### config.mk
export PLATFORM = sky130hd
export DESIGN_NAME = osc_period_divider
export DESIGN_NICKNAME = d
export VERILOG_FILES = /design/src/rtl/osc_period_divider.sv
export SDC_FILE = /design/constraint.sdc
export NUM_CORES = 1
export LEC_CHECK = 0
export BUFFER_PORTS_ARGS = -buffer_cell sky130_fd_sc_hd__buf_2
export CORE_MARGIN = 2
export CORE_UTILIZATION = 30
export CTS_CLUSTER_SIZE = 16
export DETAILED_ROUTE_END_ITERATION = 8
export GPL_TIMING_DRIVEN = 0
export PLACE_DENSITY = 0.58
export SLEW_MARGIN = 30
export SYNTH_ARGS = -nofsm -noshare
export SYNTH_HDL_FRONTEND = slang
export SYNTH_SLANG_ARGS = --single-unit
export TNS_END_PERCENT = 30
### constraint.sdc
create_clock -name clk -period 4.5 [get_ports clk]
set_input_delay 0.45 -clock clk [delete_from_list [all_inputs] [get_ports clk]]
set_output_delay 0.45 -clock clk [all_outputs]
set_load 0.05 [all_outputs]
### src/rtl/osc_period_divider.sv
// osc_period_divider: sequential unsigned restoring divider, one quotient bit per clock.
// Operands are taken through a start/busy/done handshake.
// A target count is turned back into a ratio for the oscillator tuning-word path.
// Optional feature: define OSC_DIV_ROUND_EN to add a round-to-nearest step on the quotient.
// The rounding step adds one clock of latency.
module osc_period_divider #(
   parameter int WIDTH = 17
) (
   input  logic             clk,
   input  logic             rst_n,
   input  logic             start,
   input  logic [WIDTH-1:0] dividend,
   input  logic [WIDTH-1:0] divisor,
   output logic [WIDTH-1:0] quotient,
   output logic [WIDTH-1:0] remainder,
   output logic             busy,
   output logic             done,
   output logic             div_by_zero
);

   localparam int CNT_W = $clog2(WIDTH);

   // S_ROUND is reachable only when the rounding step is compiled in.
   typedef enum logic [1:0] {
      S_IDLE   = 2'd0,
      S_RUN    = 2'd1,
      S_ROUND  = 2'd2,
      S_FINISH = 2'd3
   } state_t;

   state_t             state;
   state_t             state_next;
   logic [WIDTH-1:0]   r;          // partial remainder
   logic [WIDTH-1:0]   q;          // dividend shifting out, quotient shifting in
   logic [WIDTH-1:0]   dvsr;       // divisor latched at accept
   logic [CNT_W-1:0]   n;          // remaining bit steps minus one
   logic               dz;         // divide-by-zero seen at accept

   logic [WIDTH-1:0]   shifted;
   logic [WIDTH:0]     trial;
   logic               round_up;

   // Partial remainder shifted left with the next dividend bit.
   // Before the final step, r is below 2^(WIDTH-1), so r's top bit can be dropped safely.
   assign shifted  = {r[WIDTH-2:0], q[WIDTH-1]};
   assign trial    = {1'b0, shifted} - {1'b0, dvsr};
   assign round_up = ({r, 1'b0} >= {1'b0, dvsr});

   // State register; reset abandons any operation in flight.
   always_ff @(posedge clk or negedge rst_n) begin
      // NOTE: sequential state uses non-blocking assignments so that all registers
      // update together from the values they held before the edge.
      if (!rst_n) state <= S_IDLE;
      else        state <= state_next;
   end

   // Next-state decode.
   always_comb begin
      // NOTE: assign a default first so that no path through the case leaves
      // state_next unassigned, which would infer a latch.
      state_next = state;
      unique case (state)
         S_IDLE:   if (start) state_next = (divisor == '0) ? S_FINISH : S_RUN;
`ifdef OSC_DIV_ROUND_EN
         S_RUN:    if (n == '0) state_next = S_ROUND;
`else
         S_RUN:    if (n == '0) state_next = S_FINISH;
`endif
         S_ROUND:  state_next = S_FINISH;
         S_FINISH: state_next = S_IDLE;
         default:  state_next = S_IDLE;
      endcase
   end

   // Datapath: operand latch, one trial subtraction per RUN cycle, optional rounding.
   always_ff @(posedge clk or negedge rst_n) begin
      if (!rst_n) begin
         r    <= '0;
         q    <= '0;
         dvsr <= '0;
         n    <= '0;
         dz   <= 1'b0;
      end else begin
         unique case (state)
            S_IDLE: begin
               if (start) begin
                  dvsr <= divisor;
                  if (divisor == '0) begin
                     // Results are staged here and published by FINISH.
                     q  <= '1;
                     r  <= dividend;
                     dz <= 1'b1;
                  end else begin
                     q  <= dividend;
                     r  <= '0;
                     n  <= CNT_W'(WIDTH - 1);
                     dz <= 1'b0;
                  end
               end
            end
            S_RUN: begin
               if (!trial[WIDTH]) begin
                  r <= trial[WIDTH-1:0];
                  q <= {q[WIDTH-2:0], 1'b1};
               end else begin
                  r <= shifted;
                  q <= {q[WIDTH-2:0], 1'b0};
               end
               if (n != '0) n <= n - CNT_W'(1);
            end
            S_ROUND: begin
               // Round half up on the quotient, saturating at all ones.
               // The remainder stays unrounded.
               if (round_up && (q != '1)) q <= q + WIDTH'(1);
            end
            default: ;
         endcase
      end
   end

   // Registered handshake and result outputs.
   always_ff @(posedge clk or negedge rst_n) begin
      if (!rst_n) begin
         quotient    <= '0;
         remainder   <= '0;
         div_by_zero <= 1'b0;
         busy        <= 1'b0;
         done        <= 1'b0;
      end else begin
         done <= 1'b0;
         unique case (state)
            // busy stays high through the done cycle.
            // busy falls on the edge that ends it, unless a new start is accepted there.
            S_IDLE: busy <= start;
            S_FINISH: begin
               quotient    <= q;
               remainder   <= r;
               div_by_zero <= dz;
               done        <= 1'b1;
            end
            default: ;
         endcase
      end
   end

endmodule

Word-level counts from Yosys, hierarchy flattened --
Index checks and enable logic that the tools add are counted.
Storage, ports and cells: register bits 96, latch bits 0, memory bits (writable) 0, memory bits (read-only) 0, input bits 37, output and inout bits 37, logic and storage cells 55, memories 0
Operators by class: $add $sub $neg 3, multiply operators 0, divide/modulo/power cells 0, $lt $le $gt $ge 1, eq/ne operators 9, shift-type cells 0, muxes and demuxes 19, bitwise logic cells 0, reductions and logical operators 12
Operator list (count):
- 17-bit two-way mux | 6
- 17-bit one-hot mux with 3 select lines | 1
- 17-bit one-hot mux with 2 select lines | 1
- 18-bit by 17-bit >= comparator with 1-bit output | 1
- 17-bit by 17-bit subtractor with 18-bit output | 1
- 17-bit by 1-bit adder with 17-bit output, second input constant | 1
- 17-bit logical NOT | 1
- 17-bit != test, second input constant | 1
- 5-bit two-way mux | 3
- 2-bit != test, second input constant | 5
- 5-bit one-hot mux with 2 select lines | 1
- 2-bit one-hot mux with 4 select lines | 1
- 2-bit two-way mux | 3
- 2-bit AND reduction | 3
- 5-bit logical NOT | 1
- 5-bit nonzero test | 1
- 5-bit by 1-bit subtractor with 5-bit output, second input constant | 1
- 2-bit equality test, second input constant | 2
- 4-bit AND reduction | 1
- 1-bit two-way mux | 3
- 3-bit AND reduction | 1
- 3-bit nonzero test | 1
- 2-bit by 1-bit equality test with 1-bit output, second input constant | 1
- 2-bit logical NOT | 1
- 2 further kinds | 2

Longest topological paths before layout --
depth in word-level cells 4, depth in mapped cells 11, gate-level depth less buffers 9

Worst setup path before layout --
Ideal clock, no wire load.
path kind reg-to-reg, start point register q[16], end point register r[12], setup time 0.087 ns, arrival time 2.287 ns, data required time 4.413 ns, path slack 2.126 ns, cell stages (with the launch flop) 10, path buffers 0, period minus slack after synthesis 2.374 ns, path through dfrtp_1 -> inv_1 -> ha_1 -> fa_1 -> nor4_2 -> a211oi_2 -> or4b_1 -> o31ai_1 -> a2111oi_2 -> a211oi_2
On the way: word-level cells in the longest chain between the ends 3
Ends and longest elaborated chain:
- from (decl) | RTL line 34 | logic [WIDTH-1:0] q;
- from (signal assigned) | RTL line 94 | q <= dividend;
- from (signal assigned) | RTL line 104 | q <= {q[WIDTH-2:0], 1'b1};
- from (signal assigned) | RTL line 107 | q <= {q[WIDTH-2:0], 1'b0};
- 17-bit by 17-bit subtractor with 18-bit output | RTL line 46 | assign trial = {1'b0, shifted} - {1'b0, dvsr};
- 17-bit two-way mux | RTL line 102 | if (!trial[WIDTH]) begin
- 17-bit one-hot mux with 2 select lines | RTL line 84 | unique case (state)
- to (signal assigned) | RTL line 91 | r <= dividend;
- to (signal assigned) | RTL line 103 | r <= trial[WIDTH-1:0];
- to (signal assigned) | RTL line 106 | r <= shifted;
- to (decl) | RTL line 33 | logic [WIDTH-1:0] r;
Every way passes these cells. A chain may end at the register's enable or synchronous reset.

Worst setup path after layout --
start point register r[12], end point register r[7]
On the way: word-level cells in the longest chain between the ends 3
Ends and longest elaborated chain (RTL line):
- 17-bit by 17-bit subtractor with 18-bit output | 46
- 17-bit two-way mux | 102
- 17-bit one-hot mux with 2 select lines | 84
Every way passes these cells.

==> summary.txt <==
antenna violations before repair = 0
crit path capture = r[7]
share of layout cells above drive strength 1 = 0.2315
outcome = completed
number of cells traversed by the worst hold path = 2
clock root buffer = sky130_fd_sc_hd__clkbuf_16
clock network latency to the later pin of the worst-skew pair = 0.36 ns
Resize count post-CTS = 0
number of global-route vias before repair = 5087
router iterations before antenna repair = 5
H-Tree Level Count = 3
hold_sp = divisor[5]
critical path class = reg -> reg
most area-consuming cells after synthesis = sky130_fd_sc_hd__dfrtp_1 39%, sky130_fd_sc_hd__mux2_2 9.7%, sky130_fd_sc_hd__ha_1 5.5%, sky130_fd_sc_hd__a21oi_1 4.3%, sky130_fd_sc_hd__o21ai_0 3.9%
CTS tree = done
effective utilization at floorplan = 0.3044
sequential fraction of the synthesis area = 0.3913
Layout Area Growth over Synthesis = 17.32%
vias per cell = 5.300
data required time at the worst endpoint = 4.74 ns
top-area cell type share of the netlist area = 0.3913
biggest fanout along the worst timing path = 10
shortest clock period the worst path allows after layout = 2.866 ns
core region area = 20170 sq um
GR Util All Layers = 0.1726
Avg Synthesized Cell Area = 9.402 sq um
total number of vias = 5369
ports placed on the boundary = 74
Worst Clk Skew = 0.01097 ns
Crit path depth = 9
RD Place Congestion = 0.8886
cell count after synthesis = 653
most instantiated cells after synthesis = 96 x sky130_fd_sc_hd__dfrtp_1, 57 x sky130_fd_sc_hd__nand2_1, 53 x sky130_fd_sc_hd__a21oi_1, 53 x sky130_fd_sc_hd__mux2_2, 48 x sky130_fd_sc_hd__o21ai_0
clock tree sinks = 96
maximum clock insertion buffer count = 2
highest-delay cell along the critical path = sky130_fd_sc_hd__dfrtp_1
post-route setup TNS = 0 ns
number of diodes added for antenna fixing = 0
Async SR Flop Fraction = 1.000
unrepaired setup endpoints after global routing = false
estimated wirelength of the detail-placed design = 13820 um
post-layout net count = 804
top cell type by total area after synthesis = sky130_fd_sc_hd__dfrtp_1
first-pass GRT wire length = 28970 um
detailed router's first-iteration violation count = 479
Post-Synthesis Net Count = 718
Overflow after GRT = 0
min-delay worst type = in -> reg
type of element launching the critical path = flip-flop
x dimension of the die = 147.1 um
family with the most delay on the worst path = compound AO/OA/AOI/OAI gates
number of enable flip-flop cells after synthesis = 0
Post-CTS Setup Bufs = 0
Slowest Stage Delay on Critical Path = 0.47 ns
TritonCTS Buffers = 9
combined area of all synthesized cells = 6140 sq um
Syn. warnings = 0
largest net degree at the start of global routing = 66
Fillers = 2112
clock transition at the registers of the reported paths = 0.07 ns
distinct cell type count after synthesis = 74
final number of setup-violating endpoints = 0
CP arrival = 3.10 ns
Register-to-Register Setup Slack = 1.63 ns
post-route core utilization = 0.3571
per-cell routed wire length = 18.02 um
maximum clock frequency = 349.0 MHz
height of the die = 147.1 um
reg-to-reg endpoint = r[7]
kind of capture point of the worst setup path = flip-flop
reg2reg path depth = 9
worst reg2reg path startpoint = r[12]
library cell with the highest instance count after synthesis = sky130_fd_sc_hd__dfrtp_1
number of slew-limit violations in the final report = 0
Placement Rows = 52
Slew HR = 0.4921
critical-path cell list = ha_1 > clkbuf_1 > and3_1 > o21a_1 > o21ai_0 > o21bai_4 > buf_6 > mux2i_1 > o22ai_1
Synth Register Bits = 96
number of failing hold endpoints at the final stage = 0
portion of the clock cycle consumed by the worst path in the final layout = 0.6368
drt total wl = 18250 um
max-capacitance violation count = 0
DR DRC count = 0
beginning of the critical path = r[12]
Die Outline Area = 21630 sq um
Least-Margin Pin Slew = 0.7619 ns
Detail Route Antenna Nets = 0
count of input and output buffers = 73
Crit path buffers/inverters = 2
flip-flop cell with the highest count after synthesis = sky130_fd_sc_hd__dfrtp_1
-- cells by family (layout without fill, tap and decap cells) --
group,after synthesis,after routing,share of synthesized area
buffers and inverters,66,156,0.04728
flip-flops,96,96,0.3913
AND/OR/NAND/NOR,192,192,0.1547
multiplexers,64,64,0.1151
adder cells (fa/ha/maj),28,28,0.05828
XOR/XNOR,16,16,0.02282
AO/OA/AOI/OAI,191,191,0.2105
-- state kept, by name (all words and copies together) (netlist names) --
signal,count
quotient,17
dvsr,17
n,5
r,17
state,2
div_by_zero,1
q,17
busy,1
done,1
remainder,17
dz,1
-- layout by cell type (no fill, tap or decap), types with 21 or more instances in the layout --
cell	netlist	routed
sky130_fd_sc_hd__dfrtp_1	96	96
sky130_fd_sc_hd__buf_2	4	76
sky130_fd_sc_hd__nand2_1	57	57
sky130_fd_sc_hd__mux2_2	53	53
sky130_fd_sc_hd__a21oi_1	53	53
sky130_fd_sc_hd__o21ai_0	48	48
sky130_fd_sc_hd__nor2_1	46	46
sky130_fd_sc_hd__inv_1	32	32
sky130_fd_sc_hd__ha_1	27	27
sky130_fd_sc_hd__clkbuf_1	21	21
-- repair_timing --
item	in CTS	in global routing
hold endpoints to repair	31	0
setup endpoints to repair	0	0
hold buffers	1	0
-- worst min path at each step --
stage / slack, ns / endpoint
after detailed placement: 0.36 / remainder[9]
after CTS: 0.33 / dvsr[16]
after floorplan: 0.15 / busy
final: 0.34 / dvsr[5]
after global routing: 0.33 / dvsr[16]
after global placement: 0.48 / dz
-- routing by layer --
metal / up-vias / track usage / wire, um
li1: 2554 / - / -
met1: 2602 / 0.2458 / 8589
met2: 181 / 0.2575 / 7977
met3: 32 / 0.03323 / 1080
met4: 0 / 0.07019 / 606
met5: - / 0 / 0
-- area by class of cell --
class | count | area, sq um | area share
sequential | 96 | 2402 | 0.3335
timing repair buffer | 75 | 409.1 | 0.05680
clock buffer | 9 | 225.2 | 0.03127
clock inverter | 6 | 91.34 | 0.01268
buffer | 33 | 166.4 | 0.02310
multi-input combinational | 491 | 3447 | 0.4785
tap | 270 | 337.8 | 0.04690
inverter | 33 | 123.9 | 0.01720
-- worst register-to-register path: cells and delay by family (launching register included) --
kind	cells	cell delay, ns
AOI/OAI and AO/OA	4	0.80
adders and majority gates	1	0.31
buffers and inverters	2	0.55
DFF	1	0.47
muxes	1	0.32
and+or+nand+nor	1	0.30
-- through the flow --
step | cell area (sq um) | worst slack [ns] | instances | hold slack (ns)
finish | 7203 | 1.634 | 1013 | 0.3383
global route | 7203 | 1.446 | 1013 | 0.3344
CTS | 7203 | 1.664 | 1013 | 0.3337
detailed placement | 6877 | 1.665 | 997 | 0.3559
global placement | 6843 | 1.674 | 996 | 0.4755
floorplan | 6140 | 2.126 | 653 | 0.1544
Power is not shown: default switching activity piles up to over one toggle a cycle in this logic, so the estimate is an artifact.
